<file path="src/rtl/demux_1x4_stream_if.sv">
// demux_1x4_stream_if
//   Bundles the stream-side signals of demux_1x4_stream: one valid/ready
//   input stream with its routing controls, four valid/ready output channels
//   and the status outputs (round-robin pointer, accepted-word counter).
//
//   Signals
//     in_data   [WIDTH]    input word
//     in_sel    [2]        target channel when rr_mode=0
//     in_valid             input word present
//     in_ready             demux can take the word this cycle
//     rr_mode              1: round-robin routing, 0: route by in_sel
//     out_data  [4*WIDTH]  channel k at [k*WIDTH +: WIDTH]
//     out_valid [4]        channel k holds a word
//     out_ready [4]        channel k consumer takes the word
//     rr_ptr    [2]        current round-robin pointer
//     acc_count [CNT_W]    accepted-word counter, wraps
//
//   Modports
//     slave  : the demux itself
//     master : the environment driving the input and consuming the channels
interface demux_1x4_stream_if #(
    parameter int WIDTH = 8,
    parameter int CNT_W = 16
);
    logic [WIDTH-1:0]   in_data;
    logic [1:0]         in_sel;
    logic               in_valid;
    logic               in_ready;
    logic               rr_mode;
    logic [4*WIDTH-1:0] out_data;
    logic [3:0]         out_valid;
    logic [3:0]         out_ready;
    logic [1:0]         rr_ptr;
    logic [CNT_W-1:0]   acc_count;

    modport slave (
        input  in_data,
        input  in_sel,
        input  in_valid,
        input  rr_mode,
        input  out_ready,
        output in_ready,
        output out_data,
        output out_valid,
        output rr_ptr,
        output acc_count
    );

    modport master (
        output in_data,
        output in_sel,
        output in_valid,
        output rr_mode,
        output out_ready,
        input  in_ready,
        input  out_data,
        input  out_valid,
        input  rr_ptr,
        input  acc_count
    );
endinterface

</file>
<file path="src/rtl/demux_1x4_stream.sv">
// demux_1x4_stream
//   Registered 1-to-4 stream demultiplexer. A single valid/ready input
//   stream is routed to one of four output channels, chosen either by an
//   explicit select or by an internal round-robin pointer. Every channel owns
//   a one-entry holding register, so a stalled channel only blocks words
//   aimed at it; traffic for the other channels keeps flowing.
//
//   Ports
//     clk  : clock, all state changes on the rising edge
//     rst  : synchronous reset, active-high
//     bus  : demux_1x4_stream_if.slave (input stream, four output channels,
//            rr_ptr and acc_count status)
//
//   Parameters
//     WIDTH : data width per word (must match the interface)
//     CNT_W : width of the accepted-word counter (must match the interface)
module demux_1x4_stream #(
    parameter int WIDTH = 8,
    parameter int CNT_W = 16
) (
    input  logic                   clk,
    input  logic                   rst,
    demux_1x4_stream_if.slave      bus
);

    // ------------------------------------------------------------------
    // State
    // ------------------------------------------------------------------
    logic [3:0][WIDTH-1:0] data_q;
    logic [3:0][WIDTH-1:0] data_d;
    logic [3:0]            valid_q;
    logic [3:0]            valid_d;
    logic [1:0]            rr_ptr_q;
    logic [1:0]            rr_ptr_d;
    logic [CNT_W-1:0]      acc_count_q;
    logic [CNT_W-1:0]      acc_count_d;

    // ------------------------------------------------------------------
    // Routing and handshake
    // ------------------------------------------------------------------
    logic [1:0] target;
    logic       in_ready;
    logic       accept;
    logic [3:0] load;

    // Target follows rr_mode combinationally, so a mode change redirects the
    // word presented in that very cycle.
    always_comb begin
        target = bus.rr_mode ? rr_ptr_q : bus.in_sel;
    end

    // A full channel can still take a word when its consumer drains in the
    // same cycle; this is what gives one word per cycle per channel.
    always_comb begin
        in_ready = ~valid_q[target] | bus.out_ready[target];
        accept   = bus.in_valid & in_ready;
    end

    // ------------------------------------------------------------------
    // Per-channel holding registers
    // ------------------------------------------------------------------
    generate
        for (genvar gi = 0; gi < 4; gi++) begin : g_chan
            always_comb begin
                load[gi]    = accept && (target == 2'(gi));
                valid_d[gi] = valid_q[gi];
                data_d[gi]  = data_q[gi];
                if (load[gi]) begin
                    // Load wins over drain: the new word replaces the old
                    // one and valid stays set, no bubble.
                    valid_d[gi] = 1'b1;
                    data_d[gi]  = bus.in_data;
                end else if (valid_q[gi] && bus.out_ready[gi]) begin
                    // Drain clears only the flag; data keeps its last value.
                    valid_d[gi] = 1'b0;
                end
            end

            always_ff @(posedge clk) begin
                if (rst) begin
                    valid_q[gi] <= 1'b0;
                    data_q[gi]  <= '0;
                end else begin
                    valid_q[gi] <= valid_d[gi];
                    data_q[gi]  <= data_d[gi];
                end
            end

            // A stalled channel must present a stable word.
            a_stall_stable: assert property (
                @(posedge clk) disable iff (rst)
                (valid_q[gi] && !bus.out_ready[gi])
                    |=> (valid_q[gi] && (data_q[gi] == $past(data_q[gi])))
            );
        end
    endgenerate

    // ------------------------------------------------------------------
    // Round-robin pointer and accepted-word counter
    // ------------------------------------------------------------------
    always_comb begin
        rr_ptr_d    = rr_ptr_q;
        acc_count_d = acc_count_q;
        if (accept) begin
            acc_count_d = acc_count_q + CNT_W'(1);
            // The pointer only advances when it actually chose the target.
            if (bus.rr_mode) begin
                rr_ptr_d = rr_ptr_q + 2'd1;
            end
        end
    end

    always_ff @(posedge clk) begin
        if (rst) begin
            rr_ptr_q    <= 2'd0;
            acc_count_q <= '0;
        end else begin
            rr_ptr_q    <= rr_ptr_d;
            acc_count_q <= acc_count_d;
        end
    end

    // At most one channel is loaded per cycle.
    a_single_load: assert property (
        @(posedge clk) disable iff (rst) $onehot0(load)
    );

    // ------------------------------------------------------------------
    // Outputs
    // ------------------------------------------------------------------
    // Packed [3:0][WIDTH-1:0] places channel k at [k*WIDTH +: WIDTH].
    assign bus.out_data  = data_q;
    assign bus.out_valid = valid_q;
    assign bus.in_ready  = in_ready;
    assign bus.rr_ptr    = rr_ptr_q;
    assign bus.acc_count = acc_count_q;

endmodule

</file>
<file path="src/flat_wrapper.sv">
// flat-port wrapper written by rule: the top's interface ports become plain ports
module demux_1x4_stream_flat 
#(
    parameter int WIDTH = 8,
    parameter int CNT_W = 16
)
  (clk, rst, bus_in_data, bus_in_sel, bus_in_valid, bus_rr_mode, bus_out_ready, bus_in_ready, bus_out_data, bus_out_valid, bus_rr_ptr, bus_acc_count);
  demux_1x4_stream_if #(.WIDTH(WIDTH), .CNT_W(CNT_W)) bus_i ();
  input  logic clk;
  input  logic rst;
  input wire logic [$bits(bus_i.in_data)-1:0] bus_in_data;
  input wire logic [$bits(bus_i.in_sel)-1:0] bus_in_sel;
  input wire logic [$bits(bus_i.in_valid)-1:0] bus_in_valid;
  input wire logic [$bits(bus_i.rr_mode)-1:0] bus_rr_mode;
  input wire logic [$bits(bus_i.out_ready)-1:0] bus_out_ready;
  output wire logic [$bits(bus_i.in_ready)-1:0] bus_in_ready;
  output wire logic [$bits(bus_i.out_data)-1:0] bus_out_data;
  output wire logic [$bits(bus_i.out_valid)-1:0] bus_out_valid;
  output wire logic [$bits(bus_i.rr_ptr)-1:0] bus_rr_ptr;
  output wire logic [$bits(bus_i.acc_count)-1:0] bus_acc_count;
  assign bus_i.in_data = bus_in_data;
  assign bus_i.in_sel = bus_in_sel;
  assign bus_i.in_valid = bus_in_valid;
  assign bus_i.rr_mode = bus_rr_mode;
  assign bus_i.out_ready = bus_out_ready;
  assign bus_in_ready = bus_i.in_ready;
  assign bus_out_data = bus_i.out_data;
  assign bus_out_valid = bus_i.out_valid;
  assign bus_rr_ptr = bus_i.rr_ptr;
  assign bus_acc_count = bus_i.acc_count;
  demux_1x4_stream #(.WIDTH(WIDTH), .CNT_W(CNT_W)) u_core (.clk(clk), .rst(rst), .bus(bus_i));
endmodule
</file>
<file path="config.mk">
export PLATFORM = sky130hd
export DESIGN_NAME = demux_1x4_stream_flat
export DESIGN_NICKNAME = d
export VERILOG_FILES = /design/src/rtl/demux_1x4_stream_if.sv /design/src/rtl/demux_1x4_stream.sv /design/src/flat_wrapper.sv
export SDC_FILE = /design/constraint.sdc
export NUM_CORES = 1
export LEC_CHECK = 0
export CAP_MARGIN = 25
export CELL_PAD_IN_SITES_DETAIL_PLACEMENT = 1
export CELL_PAD_IN_SITES_GLOBAL_PLACEMENT = 1
export CORE_ASPECT_RATIO = 1.4
export CORE_MARGIN = 5
export CORE_UTILIZATION = 37
export CTS_CLUSTER_DIAMETER = 120
export DETAILED_ROUTE_END_ITERATION = 7
export MAX_ROUTING_LAYER = met4
export PLACE_DENSITY = 0.89
export SLEW_MARGIN = 40
export SYNTH_ARGS = -nofsm -noshare
export SYNTH_HDL_FRONTEND = slang
export SYNTH_SLANG_ARGS = --single-unit
</file>
<file path="constraint.sdc">
create_clock -name clk -period 5.29 [get_ports clk]
set_input_delay 0.7935 -clock clk [delete_from_list [all_inputs] [get_ports clk]]
set_output_delay 0.7935 -clock clk [all_outputs]
set_load 0.05 [all_outputs]
</file>
==> impl_metrics.py, run 1 <==
metrics = {
    "setup_path": {
        "path_class": "input pin to output pin",
        "path_max_fanout": 6,
        "crit_slowest_cell": "clkdlybuf4s50_1",
        "rr_startpoint": "u_core.bus.rr_ptr[1]",
        "reg2reg_depth": 5,
        "start_kind": "input pin",
        "reg2reg_slack_ns": 3.22,
        "arrival_ns": 3.24,
        "cp-end-kind": "output pin",
        "crit_path_cell_trace": "clkdlybuf4s50_1, mux2i_2, mux2_2, mux2_2, clkdlybuf4s50_1",
        "cp.required_ns": 4.50,
        "r2r-end": "u_core.bus.acc_count[12]",
        "path_buf_inv": 2,
        "max_stage_delay_ns": 0.70,
        "path_delay_family": "buffers and inverters",
    },
    "clocking": {
        "cts-htree-levels": 2,
        "clkLatencyLatePin_ns": 0.30,
        "clk_pin_slew_ns": 0.09,
        "cts-root-buf": "clkbuf_8",
        "cts_tree": "yes",
        "clk_path_buf_depth": 2,
        "clock_sinks": 54,
        "cts.repair.resized": 0,
        "postCtsSetupRepairBufs": 0,
        "numCtsBuffers": 5,
        "cts-hold-fix-buffers": 0,
    },
    "yosys": {
        "synth_top_flop_cell": "dfxtp_1",
        "yosysUniqueCellTypes": 34,
        "synth_edf_count": 0,
        "syn_area_per_cell_sq_um": 9.735,
        "syn_inst": 232,
        "async_flop_share": 0,
        "synth_seq_cells": 54,
        "synth_nets": 251,
        "ys_seq_area_frac": 0.4787,
        "yosysWarnings": 0,
        "syn_area_sq_um": 2258,
    },
    "worst_hold_path": {
        "hold_end": "u_core.bus.acc_count[10]",
        "hp-class": "register to register",
        "hold_start": "u_core.bus.acc_count[10]",
        "min_path_cells": 2,
    },
    "drt": {
        "drtIter0Drc": 77,
        "via_count": 1932,
        "wl_per_cell_um": 16.23,
        "via_per_inst": 5.208,
        "final_antenna_net_count": 0,
        "drc": 0,
        "drt-pass1-iter-count": 4,
        "drt_wl_total_mm": 6.021,
    },
    "final_layout": {
        "nFillCells": 669,
        "final_cell_mix": "clkdlybuf4s50_1 (71), dfxtp_1 (54), nor2_1 (46)",
        "final_common_cell": "clkdlybuf4s50_1",
        "num_antenna_cells": 0,
        "multi_input_area_sq_um": 1116,
        "seqCellArea_sq_um": 1081,
        "drive_above_1_share": 0.08306,
        "final_nets": 319,
        "area_growth_pct": 38.17,
    },
    "floorplan": {
        "die-area_sq_um": 7789,
        "die_h_um": 102.4,
        "die_w_um": 76.03,
        "ios": 73,
        "rows": 33,
        "initial_utilization": 0.3825,
        "core_region_area_sq_um": 5904,
    },
    "power_and_ir_drop": {
        "design_power_total_w": 0.0008694,
        "vdd_drop_max_uv": 172.7,
        "p_leak_nw": 1.292,
        "powerDensity_nw_per_um2": 278.6,
    },
    "timing": {
        "rsz0062_at_grt": "no",
        "tns_ns": 0,
        "slew-limit-headroom": 0.5619,
        "period_share": 0.7621,
        "drv_slew": 0,
        "worst_pin_slew_ns": 0.6553,
        "max_freq_ghz": 0.2480,
        "finalClockSkew_ns": 0.01096,
        "final_hold_viol_count": 0,
        "setup-violations-final": 0,
        "fin_crit_ns": 4.031,
    },
    "global_routing": {
        "track_usage": 0.1610,
        "grt_pass1_wl_mm": 9.956,
        "antenna_found_initial": 0,
        "overflow": 0,
        "grt_pass1_vias": 2060,
        "grt_max_degree": 63,
    },
    "outcome": {
        "status": "finished, final reports clean",
    },
    "place": {
        "place.gp.congestion": 0.7893,
        "portBuffers": 72,
        "hpwl_mm": 4.473,
    },
    "job": {
        "maxCapViolCount": 0,
    },
}
[tightest hold or removal path, delay by kind of cell (launching register included)]
family,cells,cell delay [ns]
AOI/OAI and AO/OA,2,0.12
DFF,1,0.34
[per-layer routing]
layer,track usage,part of all wire,up-vias
met1,0.1751,0.40,925
li1,-,-,939
met3,0.04233,0.062,6
met5,-,0,-
met2,0.2876,0.52,62
met4,0.04658,0.011,0
[worst max-delay path by stage]
stage               cells after the start           end  slack (ns)        start
floorplan                               3  bus_in_ready        2.60  bus_rr_mode
detailed placement                      5  bus_in_ready        1.26  bus_rr_mode
global placement                        5  bus_in_ready        1.31  bus_rr_mode
finish                                  5  bus_in_ready        1.26  bus_rr_mode
CTS                                     5  bus_in_ready        1.26  bus_rr_mode
global route                            5  bus_in_ready        1.16  bus_rr_mode
[cells in the mapped netlist, drive strengths merged (4+ instances only)]
cell,instances,area [sq um]
dfxtp,54,1081
nor2,46,172.7
mux2i,35,354.1
a21oi,11,55.05
mux2,10,116.4
nand2,10,42.54
nor2b,7,43.79
a211oi,6,45.04
clkbuf,6,22.52
buf,5,31.28
nand2b,5,31.28
nand3,5,25.02
nand4,4,25.02
o21ai,4,20.02
or3,4,25.02
[state kept, by name (all words and copies together) (netlist names)]
register / flops
u_core.bus.rr_ptr: 2
u_core.bus.acc_count: 16
u_core.bus.out_data: 32
u_core.bus.out_valid: 4
[per-stage QoR]
stage,setup slack [ns],std cells,util,hold WS [ns],instance area [sq um]
finish,1.259,371,0.5285,0.5002,3120
global route,1.163,371,0.5285,0.5375,3120
CTS,1.255,371,0.5285,0.5039,3120
detailed placement,1.257,363,0.5099,0.4882,3010
global placement,1.308,363,0.5094,0.4750,3008
floorplan,2.597,232,-,0.7157,2258
[kinds of logic after synthesis]
kind of cell,count (synthesis),synth area share
AND/OR/NAND/NOR,89,0.1873
flip-flops,54,0.4787
multiplexers,45,0.2083
AO/OA/AOI/OAI,27,0.08144
buffers and inverters,13,0.02715
XOR/XNOR,3,0.01164
adder cells (fa/ha/maj),1,0.005539
[area by class of cell]
| cell class | instances | share of cell area |
|---|---|---|
| Sequential cell | 54 | 0.3464 |
| Inverter | 2 | 0.002406 |
| Timing Repair Buffer | 72 | 0.2302 |
| Clock buffer | 6 | 0.02326 |
| Clock inverter | 2 | 0.01203 |
| Tap cell | 70 | 0.02807 |
| Multi-Input combinational cell | 165 | 0.3577 |
[report_power, final]
| group | internal [W] | switching, W | total (W) |
|---|---|---|---|
| Combinational | 0.0000604 | 0.000103 | 0.000163 |
| Sequential | 0.000421 | 0.0000104 | 0.000432 |
| Clock | 0.000141 | 0.000133 | 0.000275 |
| Total | 0.000623 | 0.000246 | 0.000869 |
Note: power is estimated with default switching activity, not from simulation.
==> run 2, diff against run 1 <==
--- a/config.mk
+++ b/config.mk
@@ -10,11 +10,11 @@
 export CELL_PAD_IN_SITES_GLOBAL_PLACEMENT = 1
 export CORE_ASPECT_RATIO = 1.4
 export CORE_MARGIN = 5
-export CORE_UTILIZATION = 37
+export CORE_UTILIZATION = 31
 export CTS_CLUSTER_DIAMETER = 120
 export DETAILED_ROUTE_END_ITERATION = 7
 export MAX_ROUTING_LAYER = met4
-export PLACE_DENSITY = 0.89
+export PLACE_DENSITY = 0.8
 export SLEW_MARGIN = 40
 export SYNTH_ARGS = -nofsm -noshare
 export SYNTH_HDL_FRONTEND = slang
==> constraint.sdc (replaced) <==
create_clock -name clk -period 3.3 [get_ports clk]
set_input_delay 0.495 -clock clk [delete_from_list [all_inputs] [get_ports clk]]
set_output_delay 0.495 -clock clk [all_outputs]
set_load 0.05 [all_outputs]
==> run 2 against run 1 <==
Effect of this change:
- hold slack gained 0.0044 ns
- largest power group unchanged
- largest cell class unchanged
- clock power grew 63%
- critical endpoint unchanged
- critical path depth is the same
==> impl_metrics.py, run 2 (synthesis gave the netlist of run 1 again) <==
metrics = {
    "clocking": {
        "postCtsSetupRepairBufs": 0,
        "clk_path_buf_depth": 2,
        "clkLatencyLatePin_ns": 0.30,
        "cts_tree": "yes",
        "cts-hold-fix-buffers": 0,
        "cts-htree-levels": 2,
        "numCtsBuffers": 5,
        "clk_pin_slew_ns": 0.10,
        "cts.repair.resized": 0,
        "clock_sinks": 54,
        "cts-root-buf": "clkbuf_8",
    },
    "floorplan": {
        "die_w_um": 82.14,
        "rows": 36,
        "die-area_sq_um": 9116,
        "initial_utilization": 0.3214,
        "core_region_area_sq_um": 7027,
        "die_h_um": 111.0,
        "ios": 73,
    },
    "drt": {
        "drt-pass1-iter-count": 4,
        "final_antenna_net_count": 0,
        "via_count": 1896,
        "drc": 0,
        "via_per_inst": 4.752,
        "drtIter0Drc": 35,
        "drt_wl_total_mm": 5.881,
        "wl_per_cell_um": 14.74,
    },
    "final_layout": {
        "nFillCells": 833,
        "num_antenna_cells": 0,
        "final_cell_mix": "clkdlybuf4s50_1 (70), dfxtp_1 (54), nor2_1 (46)",
        "seqCellArea_sq_um": 1081,
        "largest_reg_flops": 32,
        "area_growth_pct": 40.44,
        "final_common_cell": "clkdlybuf4s50_1",
        "drive_above_1_share": 0.09539,
        "final_nets": 322,
        "multi_input_area_sq_um": 1116,
    },
    "timing": {
        "holdWs_ns": 0.5046,
        "tns_ns": 0,
        "period_share": 0.8820,
        "setup-violations-final": 0,
        "final_hold_viol_count": 0,
        "slew-limit-headroom": 0.5921,
        "rsz0062_at_grt": "no",
        "drv_slew": 0,
        "fin_crit_ns": 2.911,
        "finalClockSkew_ns": 0.006264,
        "max_freq_ghz": 0.3436,
        "worst_pin_slew_ns": 0.6101,
        "setup_ws_ns": 0.3895,
    },
    "global_routing": {
        "antenna_found_initial": 0,
        "met2_usage": 0.2348,
        "use_met3": 0.04146,
        "grt_util_met1": 0.1515,
        "grt_pass1_wl_mm": 9.646,
        "grt_max_degree": 46,
        "track_usage": 0.1358,
        "grt_pass1_vias": 1972,
        "overflow": 0,
        "busiest_layer": "met2",
    },
    "setup_path": {
        "max_stage_delay_ns": 0.60,
        "reg2reg_slack_ns": 1.30,
        "crit_slowest_cell": "clkdlybuf4s50_1",
        "cp-end-kind": "output pin",
        "cp.required_ns": 2.80,
        "path_max_fanout": 6,
        "arrival_ns": 2.42,
        "cpMostUsedCell": "mux2_2",
        "crit_path_cell_trace": "clkdlybuf4s50_1, mux2i_2, mux2_2, mux2_2, buf_4",
        "path_class": "input pin to output pin",
        "start_kind": "input pin",
    },
    "job": {
        "maxCapViolCount": 0,
    },
    "power_and_ir_drop": {
        "powerDensity_nw_per_um2": 441.9,
        "vdd_drop_max_uv": 256.2,
        "p_leak_nw": 1.306,
    },
    "place": {
        "post-place-ws_ns": 0.4061,
        "hpwl_mm": 4.437,
        "place.gp.congestion": 0.7426,
        "portBuffers": 72,
    },
    "outcome": {
        "status": "finished, final reports clean",
    },
    "worst_hold_path": {
        "hp-class": "register to register",
    },
}
-- run 2: changes by cell type in the layout (fill, tap and decap cells not counted), sizes merged --
cell / delta
buf: +4
clkdlybuf4s50: -1
-- run 2: worst paths after layout --
check,start,cells after the start,end
setup / recovery,bus_rr_mode,5,bus_in_ready
hold / removal,u_core.bus.out_data[16],2,u_core.bus.out_data[16]
setup reg to reg,u_core.bus.rr_ptr[1],5,u_core.bus.acc_count[6]
hold reg to reg,u_core.bus.out_data[16],2,u_core.bus.out_data[16]
-- run 2: final cells by class --
class | instances | area share
well taps | 95 | 0.03748
multi-input cells | 165 | 0.3519
clock inverters | 2 | 0.01183
flip-flops and latches | 54 | 0.3408
inverters | 2 | 0.002367
clock buffers | 6 | 0.02288
repair buffers | 75 | 0.2327
-- run 2: report_power, final --
group	switching, W	leakage, nW	total (W)	internal [W]
Sequential	0.0000174	0.438	0.000693	0.000675
Clock	0.000221	0.0514	0.000448	0.000227
Combinational	0.000162	0.816	0.000261	0.0000987
-- run 2: metal layers --
metal	vias to the layer above	wire length (um)
met1	901	2435
met2	50	3039
li1	940	-
met5	-	0
met3	5	353
met4	0	53
-- run 2: worst max-delay path, delay by kind of cell --
kind | cells | cell delay [ns]
multiplexers | 3 | 1.13
buffers and inverters | 2 | 0.79
-- run 2: through the flow --
stage	instance area [sq um]	std cells	utilization	total power, W
finish	3172	399	0.4514	0.001402
global placement	3059	391	0.4354	0.0009671
floorplan	2258	232	-	0.0008745
detailed placement	3059	391	0.4354	0.0009718
global route	3172	399	0.4514	0.001466
CTS	3169	399	0.4510	0.001423
==> run 3, diff against run 2 <==
--- a/config.mk
+++ b/config.mk
@@ -5,7 +5,6 @@
 export SDC_FILE = /design/constraint.sdc
 export NUM_CORES = 1
 export LEC_CHECK = 0
-export CAP_MARGIN = 25
 export CELL_PAD_IN_SITES_DETAIL_PLACEMENT = 1
 export CELL_PAD_IN_SITES_GLOBAL_PLACEMENT = 1
 export CORE_ASPECT_RATIO = 1.4
==> results of run 3 <==
Same layout as run 2: the final DEF is identical, and so are final timing and power.
